==> src/rtl/nn_avalon_burst_slave.sv <==
// Avalon-MM burst slave for the NN accelerator.
// Routes pixel/weight writes to buffers, serves results and the control/status word.
module nn_avalon_burst_slave #(
    parameter int DATA_W    = 32,
    parameter int ADDR_W    = 11,
    parameter int BURST_W   = 10,
    parameter int STORE_W   = 16,
    parameter int RESULT_W  = 17,
    parameter int PIX_DEPTH = 784,
    parameter int WGT_DEPTH = 784,
    parameter int RES_DEPTH = 10,
    parameter int RA_W      = $clog2(RES_DEPTH)
) (
    input  logic                clk,
    input  logic                rst,
    input  logic                write,
    input  logic                read,
    input  logic                beginbursttransfer,
    input  logic [BURST_W-1:0]  burstcount,
    input  logic [ADDR_W-1:0]   address,
    input  logic [DATA_W-1:0]   writedata,
    output logic [DATA_W-1:0]   readdata,
    output logic                waitrequest,
    output logic                readdatavalid,
    output logic                writeresponsevalid,
    output logic [1:0]          response,
    output logic                pixel_we,
    output logic                weight_we,
    output logic [ADDR_W-1:0]   pixel_addr,
    output logic [ADDR_W-1:0]   weight_addr,
    output logic [STORE_W-1:0]  store_data,
    output logic [RA_W-1:0]     result_addr,
    input  logic [RESULT_W-1:0] result_output,
    output logic                start_calc,
    input  logic                done_calc,
    output logic                irq
);
    // One extra bit so a burst running past the top of the address space decodes as unmapped.
    localparam int BA_W = ((ADDR_W > BURST_W) ? ADDR_W : BURST_W) + 1;
    localparam logic [BA_W-1:0] WGT_BASE = BA_W'(PIX_DEPTH);
    localparam logic [BA_W-1:0] RES_BASE = BA_W'(PIX_DEPTH + WGT_DEPTH);
    localparam logic [BA_W-1:0] CSR_ADDR = BA_W'(PIX_DEPTH + WGT_DEPTH + RES_DEPTH);

    typedef enum logic [1:0] {IDLE, WR_BURST, RD_BURST, WR_RESP} state_t;
    state_t state, state_nxt;

    logic [ADDR_W-1:0]  base_q;
    logic [BURST_W-1:0] offs_q, rem_q, eff_count;
    logic               wr_err_q;
    logic               rvalid_q;
    logic [DATA_W-1:0]  rdata_q, csr_val, rd_word;
    logic [1:0]         rresp_q;
    logic               busy_q, done_q, irq_en_q, irq_q;
    logic [BA_W-1:0]    beat_addr;
    logic               hit_pix, hit_wgt, hit_res, hit_csr, hit_unm;
    logic               wr_beat, rd_beat, csr_wr, start_req, beat_err;
    logic               unused_bits;

    assign unused_bits = &{1'b0, beginbursttransfer, writedata};
    assign eff_count   = (burstcount == '0) ? BURST_W'(1) : burstcount;

    always_comb begin
        if (state == IDLE)
            beat_addr = {{(BA_W-ADDR_W){1'b0}}, address};
        else
            beat_addr = {{(BA_W-ADDR_W){1'b0}}, base_q} + {{(BA_W-BURST_W){1'b0}}, offs_q};
    end

    assign hit_pix = beat_addr < WGT_BASE;
    assign hit_wgt = (beat_addr >= WGT_BASE) && (beat_addr < RES_BASE);
    assign hit_res = (beat_addr >= RES_BASE) && (beat_addr < CSR_ADDR);
    assign hit_csr = beat_addr == CSR_ADDR;
    assign hit_unm = beat_addr > CSR_ADDR;

    assign csr_wr    = wr_beat & hit_csr;
    assign start_req = csr_wr & writedata[0];
    assign beat_err  = hit_res | hit_unm | (start_req & busy_q);
    assign csr_val   = DATA_W'({irq_en_q, done_q, busy_q, 1'b0});
    assign rd_word   = hit_res ? DATA_W'(result_output) : (hit_csr ? csr_val : '0);

    always_ff @(posedge clk or posedge rst) begin
        if (rst) state <= IDLE;
        else     state <= state_nxt;
    end

    always_comb begin
        state_nxt = state;
        case (state)
            IDLE: begin
                if (write)     state_nxt = (eff_count == BURST_W'(1)) ? WR_RESP : WR_BURST;
                else if (read) state_nxt = RD_BURST;
            end
            WR_BURST: if (write && rem_q == BURST_W'(1)) state_nxt = WR_RESP;
            RD_BURST: if (rem_q == BURST_W'(1)) state_nxt = IDLE;
            WR_RESP:  state_nxt = IDLE;
            default:  state_nxt = IDLE;
        endcase
    end

    always_comb begin
        waitrequest        = 1'b0;
        writeresponsevalid = 1'b0;
        response           = rvalid_q ? rresp_q : 2'b00;
        wr_beat            = 1'b0;
        rd_beat            = 1'b0;
        case (state)
            IDLE, WR_BURST: wr_beat = write & ~rst;
            RD_BURST: begin
                waitrequest = 1'b1;
                rd_beat     = ~rst;
            end
            WR_RESP: begin
                waitrequest        = 1'b1;
                writeresponsevalid = 1'b1;
                response           = {wr_err_q, 1'b0};
            end
            default: ;
        endcase
    end

    assign pixel_we      = wr_beat & hit_pix;
    assign weight_we     = wr_beat & hit_wgt;
    assign pixel_addr    = pixel_we ? beat_addr[ADDR_W-1:0] : '0;
    assign weight_addr   = weight_we ? ADDR_W'(beat_addr - WGT_BASE) : '0;
    assign store_data    = (pixel_we | weight_we) ? writedata[STORE_W-1:0] : '0;
    assign result_addr   = (rd_beat & hit_res) ? RA_W'(beat_addr - RES_BASE) : '0;
    assign start_calc    = start_req & ~busy_q;
    assign readdatavalid = rvalid_q;
    assign readdata      = rdata_q;
    assign irq           = irq_q;

    always_ff @(posedge clk or posedge rst) begin
        if (rst) begin
            base_q   <= '0;
            offs_q   <= '0;
            rem_q    <= '0;
            wr_err_q <= 1'b0;
            rvalid_q <= 1'b0;
            rdata_q  <= '0;
            rresp_q  <= 2'b00;
            busy_q   <= 1'b0;
            done_q   <= 1'b0;
            irq_en_q <= 1'b0;
            irq_q    <= 1'b0;
        end else begin
            rvalid_q <= rd_beat;
            rdata_q  <= rd_beat ? rd_word : '0;
            rresp_q  <= (rd_beat && !(hit_res || hit_csr)) ? 2'b10 : 2'b00;
            case (state)
                IDLE: begin
                    if (write) begin
                        base_q   <= address;
                        offs_q   <= BURST_W'(1);
                        rem_q    <= eff_count - BURST_W'(1);
                        wr_err_q <= beat_err;
                    end else if (read) begin
                        base_q <= address;
                        offs_q <= '0;
                        rem_q  <= eff_count;
                    end
                end
                WR_BURST: begin
                    if (write) begin
                        offs_q   <= offs_q + BURST_W'(1);
                        rem_q    <= rem_q - BURST_W'(1);
                        wr_err_q <= wr_err_q | beat_err;
                    end
                end
                RD_BURST: begin
                    offs_q <= offs_q + BURST_W'(1);
                    rem_q  <= rem_q - BURST_W'(1);
                end
                default: ;
            endcase
            if (start_calc)     busy_q <= 1'b1;
            else if (done_calc) busy_q <= 1'b0;
            // A completion arriving in the same cycle as a software clear must not be lost.
            if (done_calc)                     done_q <= 1'b1;
            else if (csr_wr && writedata[2])   done_q <= 1'b0;
            if (csr_wr) irq_en_q <= writedata[3];
            irq_q <= done_q & irq_en_q;
        end
    end
endmodule

==> config.mk <==
export PLATFORM = sky130hd
export DESIGN_NAME = nn_avalon_burst_slave
export DESIGN_NICKNAME = d
export VERILOG_FILES = /design/src/rtl/nn_avalon_burst_slave.sv
export SDC_FILE = /design/constraint.sdc
export NUM_CORES = 1
export LEC_CHECK = 0
export CORE_MARGIN = 2
export CORE_UTILIZATION = 40
export DETAILED_ROUTE_END_ITERATION = 6
export GPL_ROUTABILITY_DRIVEN = 0
export PLACE_DENSITY = 0.87
export SETUP_SLACK_MARGIN = 0.5
export SLEW_MARGIN = 20
export SYNTH_ARGS = -nofsm -noshare
export SYNTH_HDL_FRONTEND = slang
export SYNTH_SLANG_ARGS = --single-unit
==> constraint.sdc <==
create_clock -name clk -period 3.5 [get_ports clk]
set_input_delay 0.7 -clock clk [delete_from_list [all_inputs] [get_ports clk]]
set_output_delay 0.7 -clock clk [all_outputs]
set_load 0.01 [all_outputs]
Yosys cells after proc, flatten, opt, wreduce, memory -nomap -nowiden --
Index checks and enable logic that the tools add are counted.
Word-level totals: register bits after elaboration 58, bits of input ports 76, output and inout bits 83, word-level logic and storage cells 109
Operators by class: add/sub/neg operators 6, order comparisons 6, eq/ne operators 11, multiplexer cells 39, bitwise logic cells 15, reduce and logical (&&, ||, !) cells 20
Operator list (count):
- two-way mux 10 bit | 7
- case mux 10 bit (3 select lines) | 2
- two-way mux 11 bit | 4
- two-way mux 17 bit | 2
- < comparator 12 x 11 -> 1 bit, second input constant | 2
- equality test 10 x 1 -> 1 bit, second input constant | 2
- subtractor 10 x 1 -> 10 bit, second input constant | 2
- two-way mux 16 bit | 1
- two-way mux 2 bit | 8
- adder 11 x 10 -> 12 bit | 1
- equality test 12 x 11 -> 1 bit, second input constant | 1
- greater-or-equal comparator 12 x 10 -> 1 bit, second input constant | 1
- greater-or-equal comparator 12 x 11 -> 1 bit, second input constant | 1
- > comparator 12 x 11 -> 1 bit, second input constant | 1
- < comparator 12 x 10 -> 1 bit, second input constant | 1
- two-way mux 12 bit | 1
- subtractor 11 x 10 -> 11 bit, second input constant | 1
- adder 10 x 1 -> 10 bit, second input constant | 1
- logical NOT 10 bit | 1
- two-way mux 1 bit | 10
- bitwise AND 1 bit | 9
- AND reduction 3 bit | 3
- two-way mux 4 bit | 2
- != test 2 bit, second input constant | 4
- other kinds (16) | 29

Longest topological paths before layout --
depth in word-level cells 10, depth in mapped cells 17, mapped depth without buffers 13

Least setup slack after synthesis --
OpenSTA, ideal clock, no wires.
path type input-to-output, from in rst, to out weight_addr[7], data arrival time 2.998 ns, required time 2.800 ns, setup slack -0.198 ns, stages 7, buffers on the path 1, cell sequence inv_1 -> o211a_1 -> o31ai_1 -> a21oi_2 -> o21ai_2 -> buf_6 -> nor2_1
On the way: cells in the longest elaborated chain, start to end 5
RTL lines:
- start, declared | line 15 | input logic rst,
- NOT 1 bit | line 107 | IDLE, WR_BURST: wr_beat = write & ~rst;
- bitwise AND 1 bit | line 107
- two-way mux 1 bit | line 106 | case (state)
- bitwise AND 1 bit | line 122 | assign weight_we = wr_beat & hit_wgt;
- two-way mux 11 bit | line 124 | assign weight_addr = weight_we ? ADDR_W'(beat_addr - WGT_BASE) : '0;
- end, declared | line 30 | output logic [ADDR_W-1:0] weight_addr,
Every way passes these cells.

Worst setup path after layout --
from reg base_q[0], to out weight_addr[0]
On the way: cells in the longest elaborated chain, start to end 6, elaborated cells on any way between the ends 8, classes of those cells 2 x add/sub; 2 x order compare; 2 x mux; 1 x bitwise; 1 x reduce/logical
RTL lines:
- start, declared | line 47 | logic [ADDR_W-1:0] base_q;
- start signal, assigned | line 152 | base_q <= address;
- start signal, assigned | line 157 | base_q <= address;
- adder 11 x 10 -> 12 bit * | line 66 | beat_addr = {{(BA_W-ADDR_W){1'b0}}, base_q} + {{(BA_W-BURST_W){1'b0}}, offs_q};
- two-way mux 12 bit * | line 63 | if (state == IDLE)
- greater-or-equal comparator 12 x 10 -> 1 bit / < comparator 12 x 11 -> 1 bit (equally long branches) | line 70 | assign hit_wgt = (beat_addr >= WGT_BASE) && (beat_addr < RES_BASE);
- logical AND 1 bit | line 70
- bitwise AND 1 bit | line 122
- two-way mux 11 bit * | line 124
Mark *: on every way between the ends. The rest lies on a longest branch, timed or not.

==> flow_summary.yaml <==
yosys:
  yosys.area.top_type: "dfrtp_1"
  yosysMostFrequentCell: "dfrtp_1"
  ys_ff_latch: 57
  synth.area.top_cells: "dfrtp_1, ha_1, and2_1, nor2_1, mux2_2"
  ys_types: 70
  synth_edf_count: 0
  syn_inst: 473
  synthTopCellsByCount: "dfrtp_1, nor2_1, nand2_1, and2_1, o21ai_0"
  avgSynthCellArea_sq_um: 8.80
  async_flop_share_pct: 100
  syn-cell-area_sq_um: 4160
  yosysTopAreaCellShare_pct: 34.3
  synth-main-ff-cell: "dfrtp_1"
  seq_area_frac_synth_pct: 34.3
  synth_warnings: 0
timing:
  setup_viol_count_final: 44
  clock.fmax_mhz: 243
  post-route-period-util_pct: 118
  tns_ps: -21450
  finalClockSkew_ps: 11.6
  report.final.hold_viol_count: 0
  period_minus_slack_ps: 4120
  setup_ws_ps: -621
  holdWs_ps: 520
  slew_headroom_pct: 51.5
  rsz0062_at_grt: "true"
  slew_violations: 0
  tightest_slew_ps: 727
clock_tree:
  cts.clk_slew.worst_paths_ps: 80
  cts_hold_buffers: 0
  cts_max_level: 3
  clock-root-buffer: "clkbuf_8"
  insertion_delay_ps: 340
  cts_sinks: 57
  cts_tree: "yes"
  numCtsBuffers: 9
  clock_path_buffers: 2
finish:
  nNetsFinal: 811
  drive_above_1_share_pct: 41.3
  num_antenna_cells: 0
  area.growth.synth_to_final_pct: 71.0
  stdcell_area_sq_um: 7120
setup_path:
  crit_required_ps: 2800
  critical_path.top_delay_family: "compound AO/OA/AOI/OAI gates"
  critPathKind: "reg2out"
  arrival_ps: 3420
  r2r_start: "base_q[0]"
  critPathCaptureType: "primary output"
  cp_cell_sequence: "ha_2 > fa_2 > a211oi_2 > o21ai_2 > buf_4 > and3b_1 > nor3_4 > o31ai_4 > a21oi_4 > buf_4 > o21ai_2 > buf_12 > buf_12 > nor2_2 > buf_2"
  cpMaxStageDelayCell: "dfrtp_1"
  reg2reg_depth: 15
  cp_max_fo: 5
  crit_buf_inv: 5
  cp_slowest_stage_delay_ps: 420
  reg2reg_slack_ps: 280
  start_kind: "flop"
  timing.rr.end: "wr_err_q"
die:
  coreArea_sq_um: 10200
  die-area_sq_um: 11200
  io_pins: 159
  die_h_um: 106
  die-width_um: 106
  initial_core_util_pct: 40.7
  fp-row-count: 37
min_path:
  min_from: "base_q[8]"
  min_path_type: "reg2reg"
  holdPathStages: 1
  whs_endpoint: "base_q[8]"
run:
  drv_cap: 0
status:
  status: "finished with violations"
  violations: "setup timing"
placement:
  dpl.hpwl_um: 9350
  placed_area_sq_um: 6120
  portBuffers: 124
power_and_ir_drop:
  ir_worst_vdd_mv: 0.433
  power.density_nw_per_um2: 880
  finalPower_uw: 6260
  p_leak_uw: 0.00321
grt:
  gr-total-overflow: 0
  grt_pass1_wl_um: 22400
  grt_use_total_pct: 24.7
  first_global_vias: 4625
  grt_antenna_before_repair: 0
  grt_max_degree: 58
route:
  wl_per_cell_um: 20.0
  via_count: 5032
  drc: 0
  vias_per_cell: 5.91
  ant_nets: 0
  dr.pass1.iters: 7
  drt_iter0_drc: 561
  wirelength_um: 17100
==> metal layers <==
layer	part of all wire (%)	wire length (um)	GRT usage (%)	up-vias
li1	-	-	-	2115
met1	34	5850	27.2	2366
met2	50	8510	45.5	413
met3	8.8	1490	5.03	138
met4	7.1	1210	11.2	0
met5	0	0	0	-
==> layout make-up <==
cell class / instances / area (sq um)
Fill cell: 612 / 3110
Clock inverter: 7 / 93.8
Timing Repair Buffer: 245 / 2240
Sequential cell: 57 / 1430
Inverter: 17 / 70.1
Clock buffer: 9 / 124
Multi-Input combinational cell: 380 / 2990
Tap cell: 136 / 170
==> through the flow <==
stage / utilization, % / worst slack [ps] / std cells
finish: 69.6 / -621 / 851
CTS: 65.6 / -371 / 838
global placement: 59.8 / -506 / 791
global route: 69.6 / -656 / 851
floorplan: - / 24.7 / 489
detailed placement: 59.8 / -585 / 791
==> where the power goes <==
group	internal (uW)	switching (uW)
combinational	2170	2390
sequential	832	169
clock	401	301
==> worst max-delay path by stage <==
stage,from,to,slack (ps),cells after the start
global route,base_q[0],weight_addr[0],-660,15
global placement,address[4],result_addr[2],-510,11
finish,base_q[0],weight_addr[0],-620,15
floorplan,offs_q[0],result_addr[2],20,14
CTS,base_q[0],weight_addr[4],-370,15
detailed placement,offs_q[0],weight_addr[9],-580,12
==> state kept, by name, summed over array words and instances, names as in the netlist <==
name,cells
irq_en_q,1
busy_q,1
rresp_q,1
state,2
readdata,17
base_q,11
done_q,1
rem_q,10
wr_err_q,1
irq,1
readdatavalid,1
offs_q,10
==> cell families (layout without fill, tap and decap cells) <==
logic type | count (synthesis) | count (layout) | synth area share [%]
other | 1 | 17 | 0.0901
adders and majority gates | 25 | 25 | 7.70
xor gates and xnor gates | 19 | 19 | 4.00
DFF | 57 | 57 | 34.3
and+or+nand+nor | 198 | 198 | 24.8
AOI/OAI and AO/OA | 103 | 103 | 17.6
muxes | 18 | 18 | 4.72
buffers and inverters | 52 | 278 | 6.88
==> cell usage in the layout (no fill, tap or decap), types with 4 or more instances in the layout <==
master           instances
a21o_1                   5
a21oi_1                 15
a21oi_2                  5
and2_1                  20
and2_4                  16
buf_2                   15
buf_4                   98
buf_6                   48
clkbuf_8                 9
clkdlybuf4s50_1         80
conb_1                  17
dfrtp_1                 57
ha_1                    15
ha_4                     6
inv_1                   13
mux2_2                  13
mux2i_1                  4
nand2_1                 36
nand3_1                 21
nand3b_1                 4
nand4_1                  4
nor2_1                  22
nor2_2                  11
nor2_4                  13
nor2b_1                  6
nor3_1                   7
nor3b_1                  6
o211ai_1                 5
o21ai_0                 22
o21ai_2                  4
o22ai_1                  5
or2_2                    4
xnor2_1                  6
xor2_1                  13
==> timing repair <==
item | 4_1_cts | 5_1_grt
pin swaps | 32 | 33
setup endpoints to repair | 55 | 69
cloned | 3 | 0
setup buffers | 28 | 13
resized for setup | 214 | 96
Power figures use the tool's default switching activity.
